==> src/rtl/sum_dec_pkg.sv <==
// sum_dec_pkg: shared types and constants for the sum_decrypt block.
//   state_t    : control FSM states {IDLE, SUB, DONE}
//   DEF_WIDTH  : default operand width
//   DEF_STEP   : default bits subtracted per cycle
//   clog2()    : width helper for the bit-position counter
package sum_dec_pkg;

   typedef enum logic [1:0] {
      IDLE = 2'd0,
      SUB  = 2'd1,
      DONE = 2'd2
   } state_t;

   localparam int DEF_WIDTH = 8;
   localparam int DEF_STEP  = 1;

   function automatic int clog2(input int value);
      int r;
      r = 0;
      for (int v = value - 1; v > 0; v = v >> 1) begin
         r++;
      end
      return r;
   endfunction

endpackage

==> src/rtl/dec_sub_slice.sv <==
// dec_sub_slice: combinational STEP-bit borrow-ripple subtract slice.
//   Computes d = s - b - br_in over STEP bits, LSB first.
// Ports:
//   s      in  STEP  minuend bits
//   b      in  STEP  subtrahend bits
//   br_in  in  1     incoming borrow
//   d      out STEP  difference bits
//   br_out out 1     borrow out of the MSB of the slice
module dec_sub_slice #(
   parameter int STEP = 1
) (
   input  logic [STEP-1:0] s,
   input  logic [STEP-1:0] b,
   input  logic            br_in,
   output logic [STEP-1:0] d,
   output logic            br_out
);

   logic br_v;

   always_comb begin
      br_v = br_in;
      d    = '0;
      for (int j = 0; j < STEP; j++) begin
         d[j] = s[j] ^ b[j] ^ br_v;
         // borrow if s<b at this bit, or equal bits pass the borrow through
         br_v = (~s[j] & b[j]) | (~(s[j] ^ b[j]) & br_v);
      end
      br_out = br_v;
   end

endmodule

==> src/rtl/sum_decrypt.sv <==
// sum_decrypt: recovers plaintext a = ((s - b - c) mod 2^WIDTH) ^ k from the
// output of an XOR-oracle + ripple-carry adder, subtracting STEP bits per
// cycle with a rippled borrow.
// Optional feature macro: DEC_CHECK_EN
//   defined   : err flags a sum inconsistent with any b + c + x, x < 2^WIDTH
//   undefined : err tied low, s[WIDTH] unused
// Ports:
//   clk, rst            clock, synchronous active-high reset
//   in_valid/in_ready   input handshake (ready only in IDLE)
//   s [WIDTH:0]         adder sum including carry-out
//   b [WIDTH-1:0]       adder addend
//   c                   adder carry-in
//   k [WIDTH-1:0]       XOR key
//   out_valid/out_ready output handshake (valid only in DONE)
//   a_out [WIDTH-1:0]   recovered plaintext
//   err                 inconsistent-sum flag
module sum_decrypt
   import sum_dec_pkg::*;
#(
   parameter int WIDTH = DEF_WIDTH,
   parameter int STEP  = DEF_STEP
) (
   input  logic             clk,
   input  logic             rst,
   input  logic             in_valid,
   output logic             in_ready,
   input  logic [WIDTH:0]   s,
   input  logic [WIDTH-1:0] b,
   input  logic             c,
   input  logic [WIDTH-1:0] k,
   output logic             out_valid,
   input  logic             out_ready,
   output logic [WIDTH-1:0] a_out,
   output logic             err
);

   localparam int            IW       = (clog2(WIDTH) < 1) ? 1 : clog2(WIDTH);
   localparam logic [IW-1:0] LAST_IDX = IW'(WIDTH - STEP);

   state_t           state, state_next;
   logic [WIDTH-1:0] s_q, b_q, k_q, d_q;
   logic             br_q;
   logic [IW-1:0]    idx_q;
   logic [STEP-1:0]  slice_d;
   logic             slice_br;
   logic [WIDTH-1:0] d_full;
   logic             final_err;
   logic             last_step;

`ifdef DEC_CHECK_EN
   logic msb_q;
   // a consistent sum carries out exactly when the low-bit subtraction borrows
   assign final_err = (msb_q != slice_br);
`else
   logic unused_msb;
   assign unused_msb = s[WIDTH];
   assign final_err  = 1'b0;
`endif

   assign last_step = (idx_q == LAST_IDX);

   dec_sub_slice #(.STEP(STEP)) u_slice (
      .s      (s_q[idx_q +: STEP]),
      .b      (b_q[idx_q +: STEP]),
      .br_in  (br_q),
      .d      (slice_d),
      .br_out (slice_br)
   );

   // difference word including the slice being computed this cycle, so the
   // final edge can latch a_out without an extra cycle
   always_comb begin
      d_full                 = d_q;
      d_full[idx_q +: STEP]  = slice_d;
   end

   always_ff @(posedge clk) begin
      if (rst) begin
         state <= IDLE;
      end else begin
         state <= state_next;
      end
   end

   always_comb begin
      state_next = state;
      in_ready   = 1'b0;
      out_valid  = 1'b0;
      case (state)
         IDLE: begin
            in_ready = 1'b1;
            if (in_valid) begin
               state_next = SUB;
            end
         end
         SUB: begin
            if (last_step) begin
               state_next = DONE;
            end
         end
         DONE: begin
            out_valid = 1'b1;
            if (out_ready) begin
               state_next = IDLE;
            end
         end
         default: state_next = IDLE;
      endcase
   end

   always_ff @(posedge clk) begin
      if (rst) begin
         s_q   <= '0;
         b_q   <= '0;
         k_q   <= '0;
         d_q   <= '0;
         br_q  <= 1'b0;
         idx_q <= '0;
         a_out <= '0;
         err   <= 1'b0;
`ifdef DEC_CHECK_EN
         msb_q <= 1'b0;
`endif
      end else begin
         case (state)
            IDLE: begin
               if (in_valid) begin
                  s_q   <= s[WIDTH-1:0];
                  b_q   <= b;
                  k_q   <= k;
                  d_q   <= '0;
                  br_q  <= c;
                  idx_q <= '0;
`ifdef DEC_CHECK_EN
                  msb_q <= s[WIDTH];
`endif
               end
            end
            SUB: begin
               d_q   <= d_full;
               br_q  <= slice_br;
               idx_q <= idx_q + IW'(STEP);
               if (last_step) begin
                  a_out <= d_full ^ k_q;
                  err   <= final_err;
               end
            end
            default: ;
         endcase
      end
   end

endmodule

==> config.mk <==
export PLATFORM = sky130hd
export DESIGN_NAME = sum_decrypt
export DESIGN_NICKNAME = d
export VERILOG_FILES = /design/src/rtl/sum_dec_pkg.sv /design/src/rtl/dec_sub_slice.sv /design/src/rtl/sum_decrypt.sv
export SDC_FILE = /design/constraint.sdc
export NUM_CORES = 1
export LEC_CHECK = 0
export ABC_AREA = 1
export BUFFER_PORTS_ARGS = -buffer_cell sky130_fd_sc_hd__buf_4
export CORE_ASPECT_RATIO = 1.25
export CORE_MARGIN = 2
export CORE_UTILIZATION = 45
export DETAILED_ROUTE_END_ITERATION = 6
export GPL_ROUTABILITY_DRIVEN = 0
export MAX_ROUTING_LAYER = met4
export PLACE_DENSITY = 0.76
export SETUP_SLACK_MARGIN = 0.3
export SYNTH_ARGS = -nofsm -noshare
export SYNTH_HDL_FRONTEND = slang
export SYNTH_HIERARCHICAL = 1
export SYNTH_SLANG_ARGS = --single-unit
==> constraint.sdc <==
create_clock -name clk -period 6.7 [get_ports clk]
set_input_delay 0.67 -clock clk [delete_from_list [all_inputs] [get_ports clk]]
set_output_delay 0.67 -clock clk [all_outputs]
set_load 0.01 [all_outputs]
==> summary.md <==
| Metric | Value |
|---|---|
| Total grt overflow | 0 |
| Hold path cells | 2 |
| CTS sink cnt | 46 |
| Drt wl/cell | about 11 microns |
| Reg2reg path depth | 14 |
| Syn Area/Cell | 6.71 sq um |
| Ys Warns | 6 |
| Main flop type after synthesis | dfxtp_1 |
| Post-synth EDFFs | 0 |
| # diodes | 0 |
| CTS Buf Count | 5 |
| Unrepaired setup endpoints after global routing | false |
| Vias/cell | 4.91 |
| Die Wd | 68.6 microns |
| Reg clk slew, reported paths | 80 ps |
| Min Clock Period, post-route | 2660 ps |
| CTS max path bufs | 2 |
| CP Capture Type | flip-flop |
| Fill cells | 510 |
| Initial Utilization | 46.6% |
| Peak Freq | 376 MHz |
| Syn_nets | 388 |
| Root buf cell | clkbuf_8 |
| Sequential area share after synthesis | slightly below 40% |
| Unique cell type count in the Yosys netlist | 23 |
| Post-Place Cells | 435 |
| Largest stage delay, worst path | 620 ps |
| CTS tree | built |
| # setup viols final | 0 |
| Reg-to-Reg Start | idx_q[0] |
| CP Launch Type | flip-flop |
| Hold path start | d_q[1] |
| Top delay family on crit path | simple AND/OR/NAND/NOR gates |
| Final period util | 39.7% |
| MaxCap Viol Count | 0 |
| Crit path max-delay cell type | fa_1 |
| Synthesized area | around 2300 sq um |
| Total Routing Usage GR | 19.1% |
| P_leak | 1.31 nW |
| Sum of buffers and inverters on the critical path | 3 |
| Reg2reg setup slack | between 4000 and 5000 ps |
| Area of the multi-input gates | between 1000 and 1500 sq um |
| R2R Path End | a_out[5] |
| Worst Hold End | d_q[1] |
| Ys async rst share | 0% |
| Pwr/cell area | about 220 nW/um^2 |
| CP arrival | ~2900 ps |
| Layout Cells excl Fill | between 400 and 500 |
| Core ar. | 5040 sq um |
| Hpwl dp | 3300 microns |
| Setup bufs post-CTS | 0 |
| CP Class | reg2reg |
| Final Skew | 5.79 ps |
| Total design power | slightly below 0.6 mW |
| Final #Nets | 418 |
| First-pass GRT wire length | 8540 microns |
| Clock latency at the later pin of the worst-skew pair | 300 ps |
| Antenna-violating nets left | 0 |
| Synth Register Bits | 46 |
| Setup TNS | 0 ps |
| CTS Hold Bufs | 0 |
| Port buffer count | 38 |
| Vias in the first global route | between 2k and 2.5k |
| Design area | 2730 sq um |
| Status | complete, no violations |
| Crit-path max FO | 15 |
| Critical Path RT | 6910 ps |
| Chip height | 84.8 microns |
| Die ar. | 5820 sq um |
| Vias after detailed routing | 2177 |
| Critical Path, Cell by Cell | inv_2, nor2_1, o21ai_0, a21oi_1, a31oi_1, inv_1, fa_1, nand3_1, nor2_1, nand2_1, nand3_1, nand3_1, nand2_1, inv_1 |
| IO Count | 41 |
| Number of DRC markers in iteration 0 | 117 |
| Cts repair resizes | 0 |
| Area post-placement | 2620 sq um |
| Layout cell share with drive strength beyond 1 | 17.6% |
| Worst Tran Pin Value | 865 ps |
| Largest net degree at the start of global routing | 34 |
| Syn Inst Count | 350 |
| Area delta synth->final | 16.2% |
| Routed wire length | 4700 microns |
| Fin. max-slew vios | 0 |
| Relative slew slack | 42.3% |
| Register Area | 921 sq um |
| # DRC | 0 |
| HP Class | reg2reg |
| H-tree depth | 2 |
| Cell mode on critical path | nand3_1 |
| Num rows | 29 |
| Final Hold Viols | 0 |
| Antenna violations before repair | 0 |
| Crit path depth | 14 |
| VDD IR max | 0.000115 V |
| Pre-antenna DRT Iters | 4 |
placed cells by master, fill, tap and decap left out:
cell,synthesis,routed
nand2_1,78,78
nor2_1,57,57
dfxtp_1,46,46
buf_4,6,38
inv_1,35,35
o21ai_0,31,31
nand3_1,23,23
a21oi_1,21,21
inv_2,9,9
o21a_1,7,7
ha_1,7,7
nand2_2,6,6
clkbuf_8,0,5
nor2_2,4,4
a31oi_1,3,3
o21ai_1,3,3
clkinv_2,0,2
nor2_4,1,1
nand2_4,1,1
nand3b_1,1,1
conb_1,1,1
bufinv_16,0,1
fa_1,1,1
cell type report:
class                           instances  area share [%]
Sequential cell                        46            33.7
Multi-Input combinational cell        245            42.9
Inverter                               44            6.05
Timing Repair Buffer                   38            10.4
Clock inverter                          3            1.47
Tap cell                               62            2.84
Clock buffer                            5            2.52
registers in the layout (all words and copies together), names as in the netlist:
register  cells
idx_q         3
d_q           8
s_q           8
br_q          1
state         2
k_q           8
a_out         8
b_q           8
metrics by stage:
stage          hold WS (ps)  util (%)  setup slack (ps)
3_3_place_gp            451      52.0              4090
4_1_cts                 470      54.1              4020
3_5_place_dp            458      52.0              4050
5_1_grt                 504      54.1              3770
2_1_floorplan           442         -              4450
6_report                470      54.1              4040
how the worst max path moves through the flow:
stage | startpoint | endpoint
final | idx_q[0] | a_out[5]
after global routing | idx_q[0] | a_out[5]
after CTS | idx_q[0] | a_out[5]
after detailed placement | idx_q[0] | a_out[5]
after global placement | idx_q[0] | a_out[1]
after floorplan | idx_q[0] | a_out[1]
report_power, final:
group | internal (mW) | switching, mW
Clock | 0.110 | 0.0924
Combinational | 0.0367 | 0.0579
Sequential | 0.288 | 0.00986
worst min-delay path, stage by stage (launching register included):
cell	delay, ps
dfxtp_1	320
nand2_1	60
a21oi_1	50
per-layer routing:
layer | up-vias | global-route usage (%) | part of all wire, %
met2 | 37 | 31.9 | 52
met3 | 8 | 4.02 | 3.8
met5 | - | - | 0
met4 | 0 | 5.82 | 1.2
li1 | 1154 | - | -
met1 | 978 | 22.3 | 43
cells in the mapped netlist (3+ instances only):
cell	number	area share [%]
nand2_1	78	12
nor2_1	57	9.1
dfxtp_1	46	39
inv_1	35	5.6
o21ai_0	31	6.6
nand3_1	23	4.9
a21oi_1	21	4.5
inv_2	9	1.4
ha_1	7	3.7
o21a_1	7	2.2
buf_4	6	1.9
nand2_2	6	1.6
buf_2	4	0.85
clkbuf_1	4	0.64
nor2_2	4	1.1
a31oi_1	3	0.80
o21ai_1	3	0.64
cells by family (layout without fill, tap and decap cells):
group                    Yosys count  in the layout  synth area share (%)
AND/OR/NAND/NOR                  171            171                  30.4
flip-flops                        46             46                  39.2
AO/OA/AOI/OAI                     65             65                  14.7
adder cells (fa/ha/maj)            8              8                  4.58
other                              1              1                 0.160
buffers and inverters             59             90                  10.9
No activity file was read; power rests on OpenSTA's default activity.
